[src/rtl/inst_refill_writer.sv]
// inst_refill_writer
//   Instruction-cache line refill engine. Accepts a miss address, issues one
//   burst read for the whole line, collects the returned beats into a line
//   buffer, writes the complete line into the data RAM in a single cycle and
//   then pulses done. The missed word is forwarded on crit_* as it arrives.
//
//   Build option: define REFILL_WRAP_BURST_EN to request a WRAP burst that
//   starts at the missed word (critical word first). Without it an INCR burst
//   from the line base is used.
//
// Ports
//   clk, rst                      clock, asynchronous active-high reset
//   req_valid/req_ready/req_addr  refill request handshake and miss address
//   arvalid/arready/araddr/arlen/arburst  burst read request
//   rvalid/rready/rdata/rlast     read data beats
//   ram_en/ram_wen/ram_index/ram_wdata    data-RAM line write port
//   crit_valid/crit_data          missed word forward (one-cycle pulse)
//   done, busy                    completion pulse, engine not idle
module inst_refill_writer #(
  parameter int INDEX_W    = 7,
  parameter int LINE_WORDS = 8
) (
  input  logic                    clk,
  input  logic                    rst,
  input  logic                    req_valid,
  output logic                    req_ready,
  input  logic [31:0]             req_addr,
  output logic                    arvalid,
  input  logic                    arready,
  output logic [31:0]             araddr,
  output logic [7:0]              arlen,
  output logic [1:0]              arburst,
  input  logic                    rvalid,
  output logic                    rready,
  input  logic [31:0]             rdata,
  input  logic                    rlast,
  output logic                    ram_en,
  output logic [4*LINE_WORDS-1:0] ram_wen,
  output logic [INDEX_W-1:0]      ram_index,
  output logic [32*LINE_WORDS-1:0] ram_wdata,
  output logic                    crit_valid,
  output logic [31:0]             crit_data,
  output logic                    done,
  output logic                    busy
);

  localparam int SLOT_W = (LINE_WORDS > 1) ? $clog2(LINE_WORDS) : 1;
  localparam int CNT_W  = SLOT_W + 1;
  localparam logic [CNT_W-1:0] LW_C    = CNT_W'(LINE_WORDS);
  localparam logic [7:0]       ARLEN_C = 8'(LINE_WORDS - 1);

  localparam logic [2:0] S_IDLE  = 3'd0;
  localparam logic [2:0] S_AR    = 3'd1;
  localparam logic [2:0] S_RECV  = 3'd2;
  localparam logic [2:0] S_WRITE = 3'd3;
  localparam logic [2:0] S_DONE  = 3'd4;

  logic [2:0]       state_q;
  logic [31:0]      addr_q;
  logic [CNT_W-1:0] cnt_q;
  logic [31:0]      line_q [LINE_WORDS];

  logic [CNT_W-1:0] start_w;
  logic [CNT_W-1:0] crit_slot;
  logic [CNT_W-1:0] slot_sum;
  logic [CNT_W-1:0] slot;
  logic [SLOT_W-1:0] slot_idx;
  logic [31:0]      araddr_w;
  logic [1:0]       arburst_w;
  logic             room;
  logic             beat;
  logic             unused_addr_bits;

  // Byte-offset bits never reach the bus or the RAM.
  assign unused_addr_bits = ^addr_q[1:0];

  assign crit_slot = CNT_W'(SLOT_W'(addr_q[4:2]));

`ifdef REFILL_WRAP_BURST_EN
  assign start_w   = crit_slot;
  assign araddr_w  = {addr_q[31:2], 2'b00};
  assign arburst_w = 2'b10;
`else
  assign start_w   = '0;
  assign araddr_w  = {addr_q[31:5], 5'b0};
  assign arburst_w = 2'b01;
`endif

  // Beat n of the burst lands in slot (start + n) mod LINE_WORDS; both terms
  // are below LINE_WORDS so one conditional subtract is enough.
  assign slot_sum = start_w + cnt_q;
  assign slot     = (slot_sum >= LW_C) ? (slot_sum - LW_C) : slot_sum;
  assign slot_idx = slot[SLOT_W-1:0];

  // Beats beyond a full line are still accepted but no longer stored.
  assign room = (cnt_q < LW_C);
  assign beat = (state_q == S_RECV) && rvalid;

  assign req_ready  = (state_q == S_IDLE);
  assign busy       = (state_q != S_IDLE);
  assign arvalid    = (state_q == S_AR);
  assign araddr     = (state_q == S_AR) ? araddr_w : '0;
  assign arlen      = (state_q == S_AR) ? ARLEN_C : '0;
  assign arburst    = (state_q == S_AR) ? arburst_w : '0;
  assign rready     = (state_q == S_RECV);
  assign ram_en     = (state_q == S_WRITE);
  assign ram_wen    = (state_q == S_WRITE) ? '1 : '0;
  assign ram_index  = (state_q == S_WRITE) ? addr_q[INDEX_W+4:5] : '0;
  assign done       = (state_q == S_DONE);
  assign crit_valid = beat && room && (slot == crit_slot);
  assign crit_data  = crit_valid ? rdata : '0;

  always_comb begin
    ram_wdata = '0;
    if (state_q == S_WRITE) begin
      for (int i = 0; i < LINE_WORDS; i++) begin
        ram_wdata[32*i +: 32] = line_q[i];
      end
    end
  end

  always_ff @(posedge clk or posedge rst) begin
    if (rst) begin
      state_q <= S_IDLE;
      addr_q  <= '0;
      cnt_q   <= '0;
      for (int i = 0; i < LINE_WORDS; i++) begin
        line_q[i] <= '0;
      end
    end else begin
      case (state_q)
        S_IDLE: begin
          if (req_valid) begin
            addr_q  <= req_addr;
            cnt_q   <= '0;
            // Cleared so that words missing after an early rlast read as zero.
            for (int i = 0; i < LINE_WORDS; i++) begin
              line_q[i] <= '0;
            end
            state_q <= S_AR;
          end
        end
        S_AR: begin
          if (arready) begin
            state_q <= S_RECV;
          end
        end
        S_RECV: begin
          if (rvalid) begin
            if (room) begin
              line_q[slot_idx] <= rdata;
              cnt_q            <= cnt_q + CNT_W'(1);
            end
            if (rlast) begin
              state_q <= S_WRITE;
            end
          end
        end
        S_WRITE: state_q <= S_DONE;
        S_DONE:  state_q <= S_IDLE;
        default: state_q <= S_IDLE;
      endcase
    end
  end

endmodule

[config.mk]
export PLATFORM = sky130hd
export DESIGN_NAME = inst_refill_writer
export DESIGN_NICKNAME = d
export VERILOG_FILES = /design/src/rtl/inst_refill_writer.sv
export SDC_FILE = /design/constraint.sdc
export NUM_CORES = 1
export LEC_CHECK = 0
export CAP_MARGIN = 20
export CORE_UTILIZATION = 40
export DETAILED_ROUTE_END_ITERATION = 10
export GPL_ROUTABILITY_DRIVEN = 0
export PLACE_DENSITY_LB_ADDON = 0.05
export SYNTH_ARGS = -nofsm -noshare
export SYNTH_HDL_FRONTEND = slang
export SYNTH_SLANG_ARGS = --single-unit
[constraint.sdc]
create_clock -name clk -period 21 [get_ports clk]
set_input_delay 4.2 -clock clk [delete_from_list [all_inputs] [get_ports clk]]
set_output_delay 4.2 -clock clk [all_outputs]
set_load 0.01 [all_outputs]
Word level (Yosys, flattened, before mapping):

Cells that the tools add are included.

* add/sub/neg operators: 2
* $mul: 0
* div/mod/pow operators: 0
* $lt $le $gt $ge: 4
* eq/ne operators: 10
* shifts and indexed selects: 0
* mux-type cells: 24
* bitwise gates (word level): 1
* reduce and logical (&&, ||, !) cells: 10

Operator list (count)
* 256-bit 2-to-1 mux: 4
* 256-bit case mux with 2 select lines: 1
* 256-bit bitwise mux: 1
* 32-bit 2-to-1 mux: 4
* 32-bit demux with 3-bit select: 1
* 4-bit 2-to-1 mux: 4
* 3-bit 2-to-1 mux: 5
* 3-bit case mux with 4 select lines: 1
* 4-bit greater-or-equal comparator (second input constant): 2
* 4-bit case mux with 2 select lines: 1
* 4-bit AND reduction: 2
* 7-bit 2-to-1 mux: 1
* 3-bit by 2-bit equality test with 1-bit output (second input constant): 2
* 2-bit by 1-bit inequality test with 1-bit output (second input constant): 3
* 4-bit by 1-bit adder with 4-bit output (second input constant): 1
* 4-bit by 3-bit equality test with 1-bit output: 1
* 1-bit logical AND: 4
* 4-bit by 1-bit less-than comparator with 1-bit output (second input constant): 1
* 4-bit less-than comparator (second input constant): 1
* 2-bit inequality test (second input constant): 2
* 3-bit NOT with 4-bit output: 1
* 4-bit subtractor (second input constant): 1
* 3-bit by 1-bit equality test with 1-bit output (second input constant): 1
* 3-bit equality test (second input constant): 1
* 5 further kinds: 5

* bits in registers: 295
* bits in latches: 0
* memory bits (writable): 0
* ROM bits: 0
* input port bits: 70
* output and inout port bits: 376
* word-level logic and storage cells: 62
* memories kept: 0

Longest topological paths before layout:

* word-level depth: 11
* depth in mapped cells: 8
* gate-level depth less buffers: 4

Least setup slack after synthesis:

No wires, ideal clock.

* path kind: input port to output port
* start point: input rvalid
* end point: output crit_data[10]
* arrival: 5406 ps
* data required time: 16800 ps
* slack: 11394 ps
* cell stages on the path: 6
* buffers on the path: 2
* cells stage by stage: nand3b_1 -> or2_1 -> buf_6 -> nor4_4 -> buf_2 -> and2_1

* longest elaborated chain between the ends: 4

RTL lines
* start, declared: RTL line 33 `input logic rvalid,`
* 1-bit logical AND: RTL line 97 `assign beat = (state_q == S_RECV) && rvalid;`
* 1-bit logical AND (2 in series): RTL line 110 `assign crit_valid = beat && room && (slot == crit_slot);`
* 32-bit 2-to-1 mux: RTL line 111 `assign crit_data = crit_valid ? rdata : '0;`
* end, declared: RTL line 42 `output logic [31:0] crit_data,`

Every way passes these cells.

Worst setup path after layout:

* start point: input rvalid
* end point: output crit_data[15]

Same word-level chain as after synthesis.

==> results.cfg <==
[timing]
min_period_ns = 11.06
worst_pin_slew_ns = 0.938
tns_ns = 0
drv_slew = 0
setup_viol = 0
period_share = 0.527
finClkSkew_ns = 0.0168
finalHoldViolations = 0
fmax_mhz = 90.4
slew_headroom = 0.374
rsz0062_at_grt = false
fin_ws_ns = 9.94
hold_slack_ns = 0.491

[clock_network]
ctsHoldBuffers = 0
cts_sinks = 293
htree_levels = 1
clkTransAtPathRegs_ns = 0.06
insertion_delay_ns = 0.58
cts_tree = built
cts_resized = 0
clockBufferDepth = 3
cts_setup_buffers = 0
clock_tree.root_cell = clkbuf_16
numCtsBuffers = 31

[route]
drtAntennaViolNets = 0
totalWireLength_mm = 42.4
viasPerCell = 5.21
wl_per_cell_um = 21.8
first_pass_iters = 7
drcViolationCount = 0
vias = 10100
detail_route.iter0.violations = 649

[placement]
port_buffers = 432
place_ws_ns = 9.97
dp_hpwl_mm = 28.0
postPlaceCellArea_um2 = 17600
place_inst = 1881

[pwr]
swShare = 0.321
power.switching_uw = 587
p_comb_frac = 0.283
pwr-share-seq = 0.393
pwr-share-clk = 0.323
intPower_mw = 1.24
power.total_mw = 1.83
leakage_nw = 8.35
powerDensity_nw_per_um2 = 97.5
vdd_ir_drop_max_uv = 84.5

[synth]
avgSynthCellArea_um2 = 11.6
ys_seq_area_frac = 0.553
synth_warnings = 0
synth-seq-cells = 293
yosysTopAreaCell = dfrtp_1
netlist_area_um2 = 13300
synth_cell_types = 28
synth_top_area_share = 0.553
synthCells = 1143
synthTopCellsByArea = dfrtp_1, a22o_1, and2_1

[layout]
finalNonFillerCells = 1942
final_common_cell = clkdlybuf4s50_1
drive_gt1_frac = 0.0847
fill_cells = 2856
fin_util = 0.576
area_growth_pct = 41.5
antenna_cells = 0
final_cell_mix = clkdlybuf4s50_1, and2_1, dfrtp_1
stdcell_area_um2 = 18800
layout.nets = 1547

[global_routing]
grt_use_total = 0.247
overflow = 0
grt_pass1_wl_mm = 63.3
use_met3 = 0.0495
top_usage_layer = met2
grtUsageMet2 = 0.394
antenna_found_initial = 1
grt_pass1_vias = 9718
gr-usage-met1 = 0.342
grt_max_degree = 136

[status]
status = finished clean

[worst_setup_path]
critPathTopFamily = buffers and inverters
cpPeakStageDelay_ns = 0.55
slowest_stage = or2_1
worstPathMaxFanout = 33
startpoint_type = input port
crit_path_frequent_cell = clkdlybuf4s50_1
path_cells = clkdlybuf4s50_1, nand3b_1, or2_1, nor4_4, buf_4, and2_1, clkdlybuf4s50_1
end_kind = output pin
cp_num_buf_inv = 3
path_class = in2out
cp_data_required_time_ns = 16.80
crit_arrival_ns = 6.86

[floorplanning]
die_x_um = 184
die_h_um = 184
core-area_um2 = 32500
start_util = 0.407
io_pins = 446
num_rows = 66
die_area_um2 = 33900

[job]
cap_violations = 0

[hold_path]
hp-class = reg2reg
[worst paths after layout]
kind | slack, ns | cells past startpoint | from | to
min in group asynchronous | 4.06 | 2 | rst | line_q[91]
hold reg to reg | 0.49 | 1 | line_q[27] | line_q[27]
setup reg to reg | 18.22 | 5 | state_q[1] | line_q[243]
max in group asynchronous | 15.55 | 3 | rst | line_q[62]
setup / recovery | 9.94 | 7 | rvalid | crit_data[15]
hold / removal | 0.49 | 1 | line_q[27] | line_q[27]
[cells in the mapped netlist]
cell,instances
nor3b_1,4
buf_2,28
or2_1,2
nor3_2,5
and3_1,2
or3_1,1
nor2_1,8
nor4_4,3
nand3_1,8
nand2b_1,4
a22o_1,256
conb_1,1
buf_4,48
nand3b_1,1
buf_6,2
a21oi_1,8
inv_1,6
nand2_1,6
xor2_1,3
o21ai_1,1
buf_1,32
a21o_1,1
ha_1,2
clkbuf_1,62
dfrtp_1,293
and2_1,322
mux2_2,30
o21ai_0,4
[kinds of logic after synthesis]
kind of cell	share of synthesized area
AND/OR/NAND/NOR	0.175
flip-flops	0.553
AO/OA/AOI/OAI	0.175
buffers and inverters	0.0678
multiplexers	0.0255
XOR/XNOR	0.00198
adder cells (fa/ha/maj)	0.00189
other	0.000283
[metal layers]
metal	vias up	wire (µm)
met5	-	0
met4	0	1110
met3	61	2530
met2	374	20000
met1	5106	18800
li1	4572	-
[registers in the layout, indices dropped and copies added (netlist names)]
signal and count:
state_q 3, addr_q 30, cnt_q 4, line_q 256
[layout make-up]
cell class | count | area, µm² | area share
sequential | 293 | 7330 | 0.391
multi-input combinational | 682 | 5130 | 0.274
timing repair buffer | 461 | 4600 | 0.245
clock buffer | 44 | 885 | 0.0472
tap | 442 | 553 | 0.0295
clock inverter | 14 | 220 | 0.0117
inverter | 6 | 30.0 | 0.00160
[power groups by stage]
stage          logic (mW)  registers (mW)  clock network [mW]
2_1_floorplan       0.335           0.700                   0
3_3_place_gp        0.506           0.723                   0
3_5_place_dp        0.510           0.726                   0
4_1_cts             0.514           0.719               0.602
5_1_grt             0.558           0.732               0.626
6_report            0.518           0.719               0.591
Power figures use the tool's default switching activity.
